===== config.mk =====
export PLATFORM = sky130hd
export DESIGN_NAME = inst_queue_flat
export DESIGN_NICKNAME = d
export VERILOG_FILES = /design/src/rtl/inst_queue_if.sv /design/src/rtl/inst_queue.sv /design/src/flat_wrapper.sv
export SDC_FILE = /design/constraint.sdc
export NUM_CORES = 1
export LEC_CHECK = 0
export ABC_AREA = 1
export BUFFER_PORTS_ARGS = -buffer_cell sky130_fd_sc_hd__buf_2
export CELL_PAD_IN_SITES_DETAIL_PLACEMENT = 0
export CELL_PAD_IN_SITES_GLOBAL_PLACEMENT = 1
export CORE_AREA = 2 2 190 192
export CTS_CLUSTER_DIAMETER = 200
export DETAILED_ROUTE_END_ITERATION = 8
export DIE_AREA = 0 0 192 194
export PLACE_DENSITY_LB_ADDON = 0.15
export REMOVE_ABC_BUFFERS = 1
export SYNTH_ARGS = -nofsm -noshare
export SYNTH_HDL_FRONTEND = slang
export SYNTH_SLANG_ARGS = --single-unit

===== constraint.sdc =====
create_clock -name clk -period 10.7 [get_ports clk]
set_input_delay 1.605 -clock clk [delete_from_list [all_inputs] [get_ports clk]]
set_output_delay 1.605 -clock clk [all_outputs]
set_load 0.01 [all_outputs]

===== src/rtl/inst_queue_if.sv =====
// Handshake bundle between fetch (in_*) and decode (out_*) around the instruction queue.
// master = producer/consumer side, slave = the queue itself.
interface inst_queue_if #(
    parameter int unsigned XLEN = 32
);
    logic            in_valid;
    logic            in_ready;
    logic [XLEN-1:0] in_pc;
    logic [XLEN-1:0] in_inst;
    logic            out_valid;
    logic            out_ready;
    logic [XLEN-1:0] out_pc;
    logic [XLEN-1:0] out_inst;

    modport master (
        output in_valid, in_pc, in_inst, out_ready,
        input  in_ready, out_valid, out_pc, out_inst
    );

    modport slave (
        input  in_valid, in_pc, in_inst, out_ready,
        output in_ready, out_valid, out_pc, out_inst
    );
endinterface


===== src/rtl/inst_queue.sv =====
// In-order {pc, inst} FIFO between fetch and decode with flush on redirect.
// INST_QUEUE_BYPASS_EN: zero-latency pass-through when the queue is empty.
module inst_queue #(
    parameter int unsigned DEPTH = 4,
    parameter int unsigned XLEN  = 32
) (
    input  logic                   clk,
    input  logic                   rst,
    input  logic                   flush,
    inst_queue_if.slave            q_if,
    output logic [$clog2(DEPTH):0] count
);
    localparam int unsigned PTR_W = $clog2(DEPTH);
    localparam int unsigned CNT_W = PTR_W + 1;
    localparam int unsigned ENT_W = 2 * XLEN;

    logic [PTR_W-1:0] rd_ptr_q, rd_ptr_d;
    logic [PTR_W-1:0] wr_ptr_q, wr_ptr_d;
    logic [CNT_W-1:0] count_q, count_d;
    logic [ENT_W-1:0] mem_q [DEPTH];

    logic             empty_c;
    logic             full_c;
    logic             enq_c;
    logic             deq_c;
    logic             bypass_c;
    logic [ENT_W-1:0] head_c;

    // Handshake decode and output presentation
    always_comb begin
        empty_c = (count_q == '0);
        full_c  = (count_q == CNT_W'(DEPTH));
        head_c  = mem_q[rd_ptr_q];

        q_if.in_ready  = ~full_c;
        q_if.out_valid = ~empty_c;
        {q_if.out_pc, q_if.out_inst} = empty_c ? '0 : head_c;

`ifdef INST_QUEUE_BYPASS_EN
        // Empty queue forwards fetch straight to decode; a consumed entry is never stored.
        bypass_c = empty_c & ~flush & q_if.in_valid & q_if.out_ready;
        if (empty_c) begin
            q_if.out_valid = q_if.in_valid & ~flush;
            q_if.out_pc    = flush ? '0 : q_if.in_pc;
            q_if.out_inst  = flush ? '0 : q_if.in_inst;
        end
`else
        bypass_c = 1'b0;
`endif

        enq_c = q_if.in_valid & ~full_c & ~flush & ~bypass_c;
        deq_c = q_if.out_ready & ~empty_c & ~flush;
    end

    // Pointer and occupancy next-state; flush discards everything
    always_comb begin
        rd_ptr_d = rd_ptr_q;
        wr_ptr_d = wr_ptr_q;
        count_d  = count_q;

        if (flush) begin
            rd_ptr_d = '0;
            wr_ptr_d = '0;
            count_d  = '0;
        end else begin
            if (deq_c) begin
                rd_ptr_d = rd_ptr_q + PTR_W'(1);
            end
            if (enq_c) begin
                wr_ptr_d = wr_ptr_q + PTR_W'(1);
            end
            case ({enq_c, deq_c})
                2'b10:   count_d = count_q + CNT_W'(1);
                2'b01:   count_d = count_q - CNT_W'(1);
                default: count_d = count_q;
            endcase
        end
    end

    always_ff @(posedge clk) begin
        if (!rst) begin
            rd_ptr_q <= '0;
            wr_ptr_q <= '0;
            count_q  <= '0;
        end else begin
            rd_ptr_q <= rd_ptr_d;
            wr_ptr_q <= wr_ptr_d;
            count_q  <= count_d;
        end
    end

    // Storage is not reset; empty outputs are masked instead
    always_ff @(posedge clk) begin
        if (rst && enq_c) begin
            mem_q[wr_ptr_q] <= {q_if.in_pc, q_if.in_inst};
        end
    end

    assign count = count_q;

`ifndef SYNTHESIS
    always_ff @(posedge clk) begin
        if (rst) begin
            assert (count_q <= CNT_W'(DEPTH));
            assert (!(deq_c && empty_c));
            assert (!(enq_c && full_c && !deq_c));
        end
    end
`endif
endmodule


===== src/flat_wrapper.sv =====
// flat-port wrapper written by rule: the top's interface ports become plain ports
module inst_queue_flat 
#(
    parameter int unsigned DEPTH = 4,
    parameter int unsigned XLEN  = 32
)
  (clk, rst, flush, count, q_if_in_valid, q_if_in_pc, q_if_in_inst, q_if_out_ready, q_if_in_ready, q_if_out_valid, q_if_out_pc, q_if_out_inst);
  inst_queue_if #(.XLEN(XLEN)) q_if_i ();
  input  logic clk;
  input  logic rst;
  input  logic flush;
  output logic [$clog2(DEPTH):0] count;
  input wire logic [$bits(q_if_i.in_valid)-1:0] q_if_in_valid;
  input wire logic [$bits(q_if_i.in_pc)-1:0] q_if_in_pc;
  input wire logic [$bits(q_if_i.in_inst)-1:0] q_if_in_inst;
  input wire logic [$bits(q_if_i.out_ready)-1:0] q_if_out_ready;
  output wire logic [$bits(q_if_i.in_ready)-1:0] q_if_in_ready;
  output wire logic [$bits(q_if_i.out_valid)-1:0] q_if_out_valid;
  output wire logic [$bits(q_if_i.out_pc)-1:0] q_if_out_pc;
  output wire logic [$bits(q_if_i.out_inst)-1:0] q_if_out_inst;
  assign q_if_i.in_valid = q_if_in_valid;
  assign q_if_i.in_pc = q_if_in_pc;
  assign q_if_i.in_inst = q_if_in_inst;
  assign q_if_i.out_ready = q_if_out_ready;
  assign q_if_in_ready = q_if_i.in_ready;
  assign q_if_out_valid = q_if_i.out_valid;
  assign q_if_out_pc = q_if_i.out_pc;
  assign q_if_out_inst = q_if_i.out_inst;
  inst_queue #(.DEPTH(DEPTH), .XLEN(XLEN)) u_core (.clk(clk), .rst(rst), .flush(flush), .q_if(q_if_i), .count(count));
endmodule

# Yosys cells after proc, flatten, opt, wreduce, memory -nomap -nowiden
# Memories as Yosys holds them, arrays and structs flattened. A register that Yosys moved wholly into a read port is not among the register bits.
# Cells that the tools add are included.
# op_classes
add_sub_neg	4
muxes	6
bitwise_logic	8
n_eq_ne	3
n_reduce_logical	4
# op_table
op	count
$mux 64	1
$pmux 3 s2	1
$add 2x1->2 const B	2
$and 1x1->1	4
$mux 2	2
$not 1->1	4
$add 3x1->3 const B	1
$eq 3x3->1 const B	1
$logic_not 3->1	1
$sub 3x1->3 const B	1
$eq 2x1->1 const B	1
$eq 2x2->1 const B	1
$mux 1	2
$reduce_bool 2->1	1
$reduce_or 2->1	1
$logic_and 1x1->1	1
# totals
mem_count	1
output_inout_bits	69
regBits	7
mem_bits_rw	256
wordCells	29
in_bits	69
# memory_table
memory	depth	width	read_ports	rd_ports_with_merged_regs	write_ports	line_no	rtl
u_core.mem_q	4	64	1	1	1	inst_queue.sv:20	logic [ENT_W-1:0] mem_q [DEPTH];

# Longest topological paths before layout
# depth
word_depth	7
ltp_mapped	13
mapped_depth_nobuf	13

# Least setup slack after synthesis
# Ideal clock, no wire load.
# synth_path
kind	in2reg
startpoint	input flush
endpoint	memory u_core.mem_q[0][0] (netlist bit), enable pin
path_buffers	0
required_time_ns	10.213
slack_ns	5.518
path_stages	5
setup_ns	0.487
arrival_time_ns	4.695
path_cell_list	inv_1 nand2_1 inv_1 nand3_1 nor2_1
# synth_between
elab_chain_len	5
# synth_lines
element	line_no	rtl
from (decl)	flat_wrapper.sv:11	input logic flush;
$not 1->1	inst_queue.sv:51	enq_c = q_if.in_valid & ~full_c & ~flush & ~bypass_c;
$and 1x1->1	inst_queue.sv:51	
$logic_and 1x1->1	inst_queue.sv:94	if (rst && enq_c) begin
$mux 1	inst_queue.sv:94	
$mux 1 (implied by the code)	inst_queue.sv:95	mem_q[wr_ptr_q] <= {q_if.in_pc, q_if.in_inst};
to (decl)	inst_queue.sv:20	
# No other way between the ends.

==> results_dict.tcl <==
set metrics [dict create \
    status "complete, no violations" \
    layout.nets 1033 \
    clk_latency_ns 0.54 \
    ys_seq_elements 265 \
    portBuffers 137 \
    htree_levels 1 \
    cts_root_buf "clkbuf_16" \
    yosysWarnings 0 \
    initial_core_util_pct 29.6 \
    wl_per_cell_um 17.6 \
    critPathKind "register to output port" \
    drt_wl_total_um 25400 \
    p_per_area_nw_per_um2 177 \
    fp.dieArea_sq_um 37200 \
    via_per_inst 4.46 \
    min_path_type "register to register" \
    cts-resized-gates 0 \
    rows 69 \
    relSlewSlack_pct 30.2 \
    multi_input_area_sq_um 2210 \
    seqCellArea_sq_um 7880 \
    antenna_found_initial 4 \
    cts_tree "yes" \
    die_w_um 192 \
    post_cts_buffers 0 \
    finalMaxSlewViolations 0 \
    grt_first_pass_wirelength_um 38800 \
    grt_pass1_vias 6531 \
    crit_required_ns 9.10 \
    antenna_left 0 \
    timing.final.crit_share_pct 43.9 \
    vias 6433 \
    overflow 0 \
    tns_ns 0 \
    r2r-start "u_core.count[1]" \
    syn2layout_area_growth_pct 19.2 \
    hold_start "u_core.rd_ptr_q[0]" \
    grt_max_degree 84 \
    yosysTopAreaCell "edfxtp_1" \
    grt_setup_unrepaired "false" \
    p_leak_nw 4.46 \
    drv_cap 0 \
    cts_hold_buf 0 \
    place_hpwl_um 13600 \
    core_area_sq_um 35200 \
    synth.avg_cell_area_sq_um 12.6 \
    end_kind "output port" \
    gp_congestion 0.665 \
    worst-path-max-fanout 83 \
    drtIter0Drc 288 \
    worstMarginPinSlew_ns 1.05 \
    start_kind "register" \
    layout-drive-gt1-share_pct 20.2 \
    drc 0 \
    grt_use_total_pct 13.6 \
    fin_skew_ns 0.0151 \
    yosys-top-cells-area "edfxtp_1 74%, nor2_1 9.7%, o21ai_0 5.8%, a21oi_1 3.3%, dfxtp_1 1.7%" \
    drt_first_pass_iters 4 \
    nFillCells 3525 \
    synth_cell_types 18 \
    synth_top_area_share_pct 73.8 \
    ir_drop_uv 112 \
    io_pins 138 \
    cts_buffers 29 \
    die_h_um 194 \
    fmax_ghz 0.213 \
    clock_sinks 265 \
    clock_tree.buffer_depth 3 \
    clkSlewWorstSetupHoldPaths_ns 0.06 \
    timing_hold_violations_final 0 \
    layout_min_cycle_time_ns 4.70 \
    utilization_pct 35.2 \
    netlist_area_sq_um 10400 \
    syn_inst 827 \
    setup_viol 0 \
    synth-seq-area-share_pct 75.5 \
    cp.arrival_ns 3.10 \
]
-- metal layers --
| layer | GRT usage (%) | routed length, um |
|---|---|---|
| met2 | 22.8 | 12200 |
| met3 | 2.77 | 1330 |
| met4 | 2.69 | 292 |
| met5 | 0 | 34 |
| met1 | 18.4 | 11500 |
-- placed cells by master, fill, tap and decap left out, types with 6 or more instances in the layout --
master	netlist	final
clkinv_2	0	10
inv_1	17	17
a21oi_1	69	69
o21ai_0	120	120
nand2_1	15	15
edfxtp_1	256	256
buf_4	5	10
o21ai_1	10	10
clkbuf_1	14	6
dfxtp_1	9	7
nor2_1	268	264
clkbuf_16	0	29
nand3_1	6	6
buf_2	14	137
-- cells by family after synthesis --
group                    Yosys count  synth area share, %
buffers and inverters             67                 3.56
AO/OA/AOI/OAI                    199                 9.56
adder cells (fa/ha/maj)            6                0.793
flip-flops                       265                 75.5
AND/OR/NAND/NOR                  290                 10.5
-- synth_stat cells --
master    instances
nand4_1           1
o21ai_1          10
edfxtp_1        256
ha_1              5
nand3_1           6
fa_1              1
inv_1            17
buf_2            14
inv_2             3
buf_1             3
nand2_1          15
nor2_1          268
buf_4             5
a21oi_1          69
dfxtp_1           9
buf_6            11
clkbuf_1         14
o21ai_0         120
-- critical path: stages, from the launching register on --
cell	delay [ns]
dfxtp_4	0.53
inv_4	0.44
buf_4	0.69
o21ai_0	0.22
a21oi_1	0.31
buf_2	0.20
-- area by class of cell --
| class | count | area share (%) |
|---|---|---|
| Antenna cell | 1 | 0.0202 |
| Clock buffer | 35 | 6.03 |
| Clock inverter | 18 | 1.30 |
| Inverter | 20 | 0.635 |
| Multi-Input combinational cell | 495 | 17.8 |
| Sequential cell | 265 | 63.5 |
| Tap cell | 461 | 4.65 |
| Timing Repair Buffer | 147 | 6.13 |
-- per-stage QoR --
stage                     instances  hold slack, ns  cell area (sq um)  power (mW)  worst slack (ns)
after floorplan                 780           0.462              10100        1.22              4.90
after global placement         1388           0.501              11500        1.27              6.31
after detailed placement       1388           0.496              11500        1.27              6.30
after CTS                      1441           0.508              12400        2.23              5.91
after global routing           1441           0.540              12400        2.29              5.75
final                          1442           0.501              12400        2.20              6.00
-- path summary, 6_finish.rpt --
kind	depth (start not counted)	slack, ns	to
max	5	6.00	q_if_out_inst[28]
min	2	0.50	register
max reg2reg	5	7.81	u_core.mem_q[2][16]
min reg2reg	2	0.50	register
-- where the power goes --
group | total (mW) | internal [mW] | switching (mW)
registers | 1.15 | 1.15 | 0.00420
logic | 0.0926 | 0.0290 | 0.0636
clock network | 0.950 | 0.566 | 0.384
total | 2.20 | 1.75 | 0.452
-- sequential cells by signal (all words and copies together) (netlist names), named ones only --
name	cells
u_core.count	3
u_core.rd_ptr_q	2
u_core.wr_ptr_q	2
u_core.mem_q	256
Note: power is estimated with default switching activity, not from simulation.
